## src/rtl/lsu_dmem_port_pkg.sv

```systemverilog
// Shared encodings for the load/store unit: access sizes, FSM states, default memory size.
// The optional bounds check in lsu_dmem_port is enabled by defining LSU_BOUNDS_CHECK_EN.
package lsu_dmem_port_pkg;

   localparam int unsigned MemBytesDmem = 1024;

   localparam logic [1:0] LsuSizeByte = 2'b00;
   localparam logic [1:0] LsuSizeHalf = 2'b01;
   localparam logic [1:0] LsuSizeWord = 2'b10;

   typedef enum logic [1:0] {
      StIdle     = 2'b00,
      StLdWait   = 2'b01,
      StRmwMerge = 2'b10
   } lsu_state_e;

   // Illegal size or an address not aligned to the access size.
   function automatic logic misaligned(input logic [1:0] size, input logic [1:0] addr_lo);
      logic bad;
      case (size)
         LsuSizeByte: bad = 1'b0;
         LsuSizeHalf: bad = addr_lo[0];
         LsuSizeWord: bad = (addr_lo != 2'b00);
         default:     bad = 1'b1;
      endcase
      return bad;
   endfunction

endpackage

```

## src/rtl/lsu_lane_align.sv

```systemverilog
// Lane logic for the LSU: extracts and extends load data from a memory word, and merges
// sub-word store data into a memory word.
module lsu_lane_align
   import lsu_dmem_port_pkg::*;
(
   input  logic [31:0] word_i,
   input  logic [1:0]  addr_lo_i,
   input  logic [1:0]  size_i,
   input  logic        unsigned_i,
   input  logic [31:0] wdata_i,
   output logic [31:0] load_o,
   output logic [31:0] merged_o
);

   logic [4:0]  shamt;
   logic [31:0] shifted;

   assign shamt   = {addr_lo_i, 3'b000};
   assign shifted = word_i >> shamt;

   always_comb begin
      load_o   = shifted;
      merged_o = wdata_i;
      case (size_i)
         LsuSizeByte: begin
            load_o   = {{24{~unsigned_i & shifted[7]}}, shifted[7:0]};
            merged_o = (word_i & ~(32'h0000_00ff << shamt)) | ({24'h0, wdata_i[7:0]} << shamt);
         end
         LsuSizeHalf: begin
            load_o   = {{16{~unsigned_i & shifted[15]}}, shifted[15:0]};
            merged_o = (word_i & ~(32'h0000_ffff << shamt)) | ({16'h0, wdata_i[15:0]} << shamt);
         end
         default: ;
      endcase
   end

endmodule

```

## src/rtl/lsu_dmem_port.sv

```systemverilog
// Load/store unit front end to dmem: alignment/size checks, load extend, sub-word RMW stores.
// Define LSU_BOUNDS_CHECK_EN to reject accesses whose aligned word lies outside MEM_BYTES.
module lsu_dmem_port
   import lsu_dmem_port_pkg::*;
#(
   parameter int unsigned MEM_BYTES = MemBytesDmem
) (
   input  logic        clk_i,
   input  logic        rst_i,
   input  logic        req_valid_i,
   output logic        req_ready_o,
   input  logic        req_we_i,
   input  logic [1:0]  req_size_i,
   input  logic        req_unsigned_i,
   input  logic [31:0] req_addr_i,
   input  logic [31:0] req_wdata_i,
   output logic        resp_valid_o,
   output logic [31:0] resp_rdata_o,
   output logic        resp_err_o,
   output logic        mem_we_o,
   output logic [31:0] mem_addr_o,
   output logic [31:0] mem_wdata_o,
   input  logic [31:0] mem_rdata_i
);

`ifdef LSU_BOUNDS_CHECK_EN
   localparam logic BoundsEn = 1'b1;
`else
   localparam logic BoundsEn = 1'b0;
`endif

   lsu_state_e  state_q, state_d;
   logic [31:0] addr_q, addr_d;
   logic [1:0]  size_q, size_d;
   logic        unsigned_q, unsigned_d;
   logic [31:0] wdata_q, wdata_d;
   logic        resp_valid_q, resp_valid_d;
   logic        resp_err_q, resp_err_d;
   logic [31:0] resp_rdata_q, resp_rdata_d;

   logic [31:0] req_addr_al;
   logic        accept, req_oob, req_err, req_word_store;
   logic [31:0] lane_load, lane_merged;

   assign req_addr_al    = {req_addr_i[31:2], 2'b00};
   assign accept         = req_valid_i && (state_q == StIdle);
   assign req_oob        = (req_addr_al > (MEM_BYTES - 32'd4));
   assign req_err        = misaligned(req_size_i, req_addr_i[1:0]) || (BoundsEn && req_oob);
   assign req_word_store = req_we_i && (req_size_i == LsuSizeWord);

   lsu_lane_align u_lane_align (
      .word_i     (mem_rdata_i),
      .addr_lo_i  (addr_q[1:0]),
      .size_i     (size_q),
      .unsigned_i (unsigned_q),
      .wdata_i    (wdata_q),
      .load_o     (lane_load),
      .merged_o   (lane_merged)
   );

   always_ff @(posedge clk_i or posedge rst_i) begin
      if (rst_i) begin
         state_q <= StIdle;
      end else begin
         state_q <= state_d;
      end
   end

   always_comb begin
      state_d = state_q;
      case (state_q)
         StIdle: begin
            if (accept && !req_err && !req_word_store) begin
               state_d = req_we_i ? StRmwMerge : StLdWait;
            end
         end
         StLdWait, StRmwMerge: state_d = StIdle;
         default:              state_d = StIdle;
      endcase
   end

   always_comb begin
      addr_d       = addr_q;
      size_d       = size_q;
      unsigned_d   = unsigned_q;
      wdata_d      = wdata_q;
      resp_valid_d = 1'b0;
      resp_err_d   = 1'b0;
      resp_rdata_d = '0;
      case (state_q)
         StIdle: begin
            if (accept) begin
               addr_d     = req_addr_i;
               size_d     = req_size_i;
               unsigned_d = req_unsigned_i;
               wdata_d    = req_wdata_i;
               // Errors and word stores complete without leaving IDLE.
               if (req_err || req_word_store) begin
                  resp_valid_d = 1'b1;
                  resp_err_d   = req_err;
               end
            end
         end
         StLdWait: begin
            resp_valid_d = 1'b1;
            resp_rdata_d = lane_load;
         end
         StRmwMerge: resp_valid_d = 1'b1;
         default: ;
      endcase
   end

   always_ff @(posedge clk_i or posedge rst_i) begin
      if (rst_i) begin
         addr_q       <= '0;
         size_q       <= '0;
         unsigned_q   <= 1'b0;
         wdata_q      <= '0;
         resp_valid_q <= 1'b0;
         resp_err_q   <= 1'b0;
         resp_rdata_q <= '0;
      end else begin
         addr_q       <= addr_d;
         size_q       <= size_d;
         unsigned_q   <= unsigned_d;
         wdata_q      <= wdata_d;
         resp_valid_q <= resp_valid_d;
         resp_err_q   <= resp_err_d;
         resp_rdata_q <= resp_rdata_d;
      end
   end

   always_comb begin
      req_ready_o = (state_q == StIdle);
      mem_we_o    = 1'b0;
      mem_addr_o  = {addr_q[31:2], 2'b00};
      mem_wdata_o = '0;
      case (state_q)
         StIdle: begin
            mem_addr_o  = req_addr_al;
            mem_wdata_o = req_wdata_i;
            mem_we_o    = accept && !req_err && req_word_store;
         end
         StRmwMerge: begin
            mem_we_o    = 1'b1;
            mem_wdata_o = lane_merged;
         end
         default: ;
      endcase
      // Write enable must fall as soon as reset rises, not at the next edge.
      if (rst_i) begin
         mem_we_o = 1'b0;
      end
   end

   assign resp_valid_o = resp_valid_q;
   assign resp_err_o   = resp_err_q;
   assign resp_rdata_o = resp_rdata_q;

endmodule
```

## config.mk

```make
export PLATFORM = sky130hd
export DESIGN_NAME = lsu_dmem_port
export DESIGN_NICKNAME = d
export VERILOG_FILES = /design/src/rtl/lsu_dmem_port_pkg.sv /design/src/rtl/lsu_lane_align.sv /design/src/rtl/lsu_dmem_port.sv
export SDC_FILE = /design/constraint.sdc
export NUM_CORES = 1
export LEC_CHECK = 0
export ABC_AREA = 1
export BUFFER_PORTS_ARGS = -buffer_cell sky130_fd_sc_hd__buf_4
export CORE_MARGIN = 2
export CORE_UTILIZATION = 47
export DETAILED_ROUTE_END_ITERATION = 8
export PLACE_DENSITY = 0.77
export SYNTH_ARGS = -nofsm -noshare
export SYNTH_HDL_FRONTEND = slang
export SYNTH_SLANG_ARGS = --single-unit
```

## constraint.sdc

```tcl
create_clock -name clk_i -period 2.9 [get_ports clk_i]
set_input_delay 0.145 -clock clk_i [delete_from_list [all_inputs] [get_ports clk_i]]
set_output_delay 0.145 -clock clk_i [all_outputs]
set_load 0.02 [all_outputs]
```

==> results of run 1 <==
-- cells by family after synthesis --
kind of cell               share of synthesized area
adders and majority gates                     0.0155
DFF                                            0.400
and+or+nand+nor                                0.289
other                                       0.000582
AOI/OAI and AO/OA                              0.193
buffers and inverters                          0.102
-- worst min-delay path, stage by stage --
cell	delay [ps]
buf_4	90
nand2_1	40
o21ai_0	50
-- how the worst max path moves through the flow --
| stage | from | endpoint | slack (ps) |
|---|---|---|---|
| final | addr_q[1] | mem_wdata_o[30] | 460 |
| after global routing | addr_q[1] | mem_wdata_o[30] | 250 |
| after CTS | addr_q[1] | mem_wdata_o[30] | 500 |
| after detailed placement | addr_q[1] | mem_wdata_o[30] | 900 |
| after global placement | addr_q[1] | mem_wdata_o[30] | 920 |
| after floorplan | rst_i | addr_q[0] | 50 |
-- state kept, by name (all words and copies together), names as in the netlist --
signal / count
resp_err_o: 1
resp_valid_o: 1
unsigned_q: 1
wdata_q: 32
resp_rdata_o: 32
size_q: 2
addr_q: 32
state_q: 2
-- metrics by stage --
step	instance area, sq um	std cells	hold WS (ps)	total power, W	utilization
floorplan	6440	947	255	0.00630	-
global placement	7980	1273	330	0.00811	0.600
detailed placement	7980	1273	337	0.00818	0.600
CTS	8460	1308	0.721	0.00941	0.636
global route	8460	1308	9.12	0.0102	0.636
finish	8460	1308	4.24	0.00942	0.636
-- synthesized netlist by cell type (all sizes together) --
| master | number | area share |
|---|---|---|
| clkinv | 3 | 0.0025 |
| a21boi | 8 | 0.0093 |
| o21ai | 148 | 0.11 |
| nand3 | 50 | 0.042 |
| o22ai | 12 | 0.012 |
| nor3 | 1 | 0.0016 |
| conb | 1 | 0.00058 |
| nand3b | 1 | 0.0012 |
| nor2 | 25 | 0.027 |
| nand2 | 368 | 0.22 |
| inv | 90 | 0.052 |
| a31oi | 7 | 0.0068 |
| a21oi | 41 | 0.032 |
| o211ai | 16 | 0.019 |
| ha | 8 | 0.016 |
| clkbuf | 32 | 0.019 |
| nand4 | 1 | 0.00097 |
| buf | 31 | 0.028 |
| dfrtp | 103 | 0.40 |
-- cell type report --
class | count | area share
timing repair buffer | 232 | 0.213
multi-input combinational | 688 | 0.380
clock buffer | 10 | 0.0282
tap | 176 | 0.0260
inverter | 93 | 0.0421
sequential | 103 | 0.305
clock inverter | 6 | 0.00591
-- cells in the final DEF, fill, tap and decap left out, types with 2 or more instances in the layout --
master         synthesis  final
o21ai_1                6      6
conb_1                 1      2
inv_6                  0      2
ha_1                   8      7
a21oi_1               41     41
nor2_1                14     14
clkbuf_16              0      9
nand2_2                1      2
o211ai_1              16     16
o21ai_0              142    142
inv_1                 87     86
nand2_1              366    365
clkinv_4               1      2
inv_2                  3      3
nor2_4                10     10
clkinv_1               2      2
a31oi_1                7      7
o22ai_1               12     12
a21boi_0               8      8
buf_4                  5    212
nand3_2                2      2
nand3_1               47     47
dfrtp_1              103    103
dlygate4sd3_1          0     19
-- layer usage --
layer,vias up,global-route usage,share of wire
met1,3023,0.377,0.45
met2,281,0.417,0.45
met4,0,0.0887,0.021
met3,26,0.0587,0.086
li1,3390,-,-
met5,-,0,0
-- power breakdown --
group	switching (W)	internal (W)
clock	0.000576	0.000618
combinational	0.00370	0.00204
sequential	0.000412	0.00207
total	0.00469	0.00473
==> results.md, run 1 <==
- CP max FO: 61
- Routed Antenna Nets: 0
- Drt drc: 0
- Worst Hold Path EP: addr_q[8]
- Cts bufs inserted: 9
- FMAX: 411 MHz
- Fillcell total: 1228
- Min Tclk post-route: 2440 ps
- Via density: 5.14
- Initial Util: 0.484
- Final nets: 1238
- Post-cts sizing count: 0
- Setup crit end kind: output port
- Setup TNS: 0 ps
- Post-CTS setup buffer count: 0
- Final setup fails: 0
- Total track usage: 0.270
- Worst R2R Start: addr_q[0]
- Root buf cell: clkbuf_16
- Die area: 14700 sq um
- Final period utilization: 0.840
- Core area: 13300 sq um
- First-pass GRT wire length: 31.2 mm
- Max-cap violations: 0
- Pre-CTS setup slack: 902 ps
- Cells along the critical path: buf_4 > ha_1 > inv_1 > nand2_1 > nand2_1 > o21ai_0 > o21ai_0 > nand2_1 > nand2_1 > buf_4
- DP Wirelength: 14.4 mm
- FF-to-FF setup slack: 850 ps
- Fin. Hold Viols: 0
- DR iter-0 viols: 687
- Critical Path Stages: 10
- Reg2Reg Depth: 8
- Register Area: 2580 sq um
- WL/cell: 14.8 um
- IO Count: 203
- Largest net degree at the start of global routing: 76
- Grt total ovfl: 0
- Worst-Margin Slew: 727 ps
- Die X: 121 um
- Start point of the worst hold path: req_addr_i[8]
- Cell mode on critical path: nand2_1
- Final setup margin: 464 ps
- Worst EP required: 2760 ps
- N_diodes: 0
- Routed wire length: 19.4 mm
- Synth Register Bits: 103
- Clk slew on worst S/H paths: 70 ps
- WHS Path Cells: 3
- Syn_area_per_cell: 6.81 sq um
- Seq/Total Area, Yosys: 0.400
- Hold_buf cts: 19
- Min-delay worst type: input port to flop
- P&R area growth vs syn: 31.4%
- Yosys warning count: 0
- Via count: 6720
- Worst-skew pair later-pin latency: 360 ps
- Clock Skew: 11.6 ps
- Crit path arrival time: 2290 ps
- Post-synthesis cell area: 6440 sq um
- Setup CP Type: flop to output port
- Synth cell types: 32
- Initial antenna violation count: 0
- Bufs and invs on worst path: 3
- Leak pwr: 4.55 nW
- Cell area power density: 1110 nW/um^2
- Slowest cell on crit path: buf_4
- Reg2reg end: resp_rdata_o[20]
- GPL Wtd Cong: 0.995
- Area of the multi-input gates: 3220 sq um
- Clock Path Buffers: 2
- Maximum level of the CTS H-tree: 3
- Relative slew slack: 0.516
- CP peak stage delay: 460 ps
- Status: complete, no violations
- Startpoint types: flop
- Post-Synthesis Cells: 946
- Std cell rows: 42
- Share of layout cells above drive strength 1: 0.223
- Max IR drop VDD: 0.537 mV
- RSZ-0062 raised after global routing: false
- Sink Count: 103
- CTS tree: yes
- Vias in the first global route: 6150
- Max-slew violation count: 0
- TritonRoute pass-1 iters: 6
- Port Buffers: 200
- Worst path top cell family by delay: buffers and inverters
- Die Y: 121 um
(Power assumes the default switching activity.)
==> run 2, diff against run 1 <==
CORE_UTILIZATION = 52   (was 47)
PLACE_DENSITY = 0.81   (was 0.77)
clock period = 2.4 ns   (was 2.9 ns; I/O delays follow)
==> results.md, run 2 (synthesis gave the netlist of run 1 again) <==
- Setup TNS: 0 ps (unchanged)
- Grt total ovfl: 0 (unchanged)
- Non-filler instance count after layout: 1324 (+1.2%)
- Placed insts: 1271 (-0.16%)
- Hold_ws: 16.7 ps (+12.5 ps)
- Final setup margin: 183 ps (-282 ps)
- WL/cell: 15.4 um (+3.8%)
- CP peak stage delay: 410 ps (-50 ps)
- Die X: 115 um (-4.8%)
- Status: complete, no violations
- Routed wire length: 20.3 mm (+5.1%)
- Via density: 5.29 (+3.0%)
- Root buf cell: clkbuf_16
- Max IR drop VDD: 0.933 mV (+74%)
- Fillcell total: 993 (-19%)
- Port Buffers: 200 (unchanged)
- P&R area growth vs syn: 34.5%
- Commonest non-fill, non-tap cells in the layout: nand2_1, buf_4, o21ai_0, dfrtp_1, inv_1
- RSZ-0062 raised after global routing: false
- Setup CP Type: flop to output port
- Setup crit end kind: output port
- Max-cap violations: 0 (unchanged)
- Relative slew slack: 0.509 (-0.00710)
- Cts bufs inserted: 9 (unchanged)
- N_diodes: 0 (unchanged)
- P_int: 0.00580 W (+23%)
- DP Wirelength: 14.6 mm (+1.1%)
- Via count: 7005 (+4.2%)
- Post-Place Cell Area: 8020 sq um (+0.45%)
- Cells along the critical path: buf_12 > ha_1 > inv_1 > nand2_1 > nand2_1 > o21ai_0 > o21ai_0 > nand2_1 > nand2_1 > buf_4
- Sink Count: 103 (unchanged)
- Maximum level of the CTS H-tree: 3 (unchanged)
- Final nets: 1262 (+1.9%)
- Clock Power Share: 0.119 (-0.008)
- FMAX: 451 MHz
- Clk slew on worst S/H paths: 70 ps (about the same)
- Min Tclk post-route: 2220 ps
- Switch share: 0.497 (-0.000793)
- Most common cell after layout, fill and taps aside: nand2_1
- Leak pwr: 4.64 nW (+1.9%)
- Final period utilization: 0.924
- TritonRoute pass-1 iters: 7 (+1)
- Fin. Hold Viols: 0 (unchanged)
- Die area: 13300 sq um (-9.3%)
- Cell mode on critical path: nand2_1
- Worst-Margin Slew: 737 ps (+10.6 ps)
- Finished Cell Area: 8660 sq um (+2.4%)
- Std cell rows: 40 (-4.8%)
- Worst-skew pair later-pin latency: 350 ps (about the same)
- Pre-CTS setup slack: 511 ps (-391 ps)
- Post-CTS setup buffer count: 0 (unchanged)
- Total track usage: 0.314 (+0.0447)
- Share of layout cells above drive strength 1: 0.221 (-0.00291)
- Part of the power in registers: 0.263 (about the same)
- GPL Wtd Cong: 1.02 (+2.9%)
- Min-delay worst type: input port to flop
- Largest net degree at the start of global routing: 76 (unchanged)
- Die Y: 115 um (-4.8%)
- Clock Skew: 6.59 ps (-4.97 ps)
- Core area: 12100 sq um (-9.3%)
- DR iter-0 viols: 747 (+8.7%)
- Final setup fails: 0 (unchanged)
- Startpoint types: flop
- IO Count: 203 (unchanged)
- Crit path arrival time: 2100 ps (-190 ps)
- Max-slew violation count: 0 (unchanged)
- CP max FO: 61 (unchanged)
- First-pass GRT wire length: 32.5 mm (+4.1%)
- Routed Antenna Nets: 0 (unchanged)
- Clock Path Buffers: 2 (unchanged)
- Slowest cell on crit path: dfrtp_1
- Worst EP required: 2280 ps (-480 ps)
- Vias in the first global route: 6543 (+6.4%)
- Cell area power density: 1330 nW/um^2 (+20%)
- CTS tree: yes
- Total net switching power: 0.00573 W (+22%)
- Initial antenna violation count: 0 (unchanged)
- Initial Util: 0.534 (+0.0496)
- Comb power frac: 0.618 (+0.008)
- Drt drc: 0 (unchanged)
## run 2: cell types whose count changed in the layout (fill, tap and decap cells not counted), sizes merged
cell / previous run / this run
clkbuf: 10 / 14
clkinvlp: 1 / 2
inv: 93 / 89
buf: 213 / 219
clkinv: 5 / 4
dlygate4sd3: 19 / 37
## run 2: what timing repair did
item | in CTS | in global routing
endpoints found under the setup margin | 0 | 1
hold endpoints to repair | 83 | 0
hold buffers | 37 | 0
gates resized for setup | 0 | 1
## run 2: power by group through the flow
stage / clock network (W) / registers, W / logic (W)
after floorplan: 0 / 0.00316 / 0.00446
after global placement: 0 / 0.00301 / 0.00686
after detailed placement: 0 / 0.00303 / 0.00696
after CTS: 0.00139 / 0.00301 / 0.00705
after global routing: 0.00146 / 0.00310 / 0.00787
final: 0.00138 / 0.00303 / 0.00713
## run 2: metal layers
| layer | vias to the layer above | GRT usage | share of wire |
|---|---|---|---|
| met5 | - | 0 | 0 |
| li1 | 3437 | - | - |
| met1 | 3202 | 0.410 | 0.43 |
| met4 | 0 | 0.126 | 0.034 |
| met2 | 323 | 0.511 | 0.46 |
| met3 | 43 | 0.0685 | 0.074 |
## run 2: cell type report
type / count / area (sq um) / share of cell area
Clock inverter: 2 / 16.3 / 0.00188
Clock buffer: 14 / 254 / 0.0293
Multi-Input combinational cell: 688 / 3220 / 0.371
Sequential cell: 103 / 2580 / 0.298
Inverter: 93 / 358 / 0.0413
Tap cell: 168 / 210 / 0.0243
Timing Repair Buffer: 256 / 2030 / 0.234
## run 2: through the flow
stage,util,power (W)
after floorplan,-,0.00762
after global placement,0.665,0.00987
after detailed placement,0.665,0.00999
after CTS,0.718,0.0114
after global routing,0.718,0.0124
final,0.718,0.0115
## run 2: worst paths after layout
check,from,endpoint,slack (ps),cells past startpoint
max,addr_q[1],mem_wdata_o[30],180,10
min,req_wdata_i[14],wdata_q[14],20,3
max reg2reg,addr_q[0],resp_rdata_o[20],500,8
min reg2reg,wdata_q[23],wdata_q[23],480,2
max in group asynchronous,rst_i,resp_rdata_o[25],1310,4
min in group asynchronous,rst_i,state_q[1],520,4
## run 2: worst max-delay path, delay by kind of cell (launching register included)
kind / cells / cell delay, ps
fa+ha+maj: 1 / 270
simple gates: 4 / 260
buf+inv: 3 / 520
flops: 1 / 410
compound gates: 2 / 280
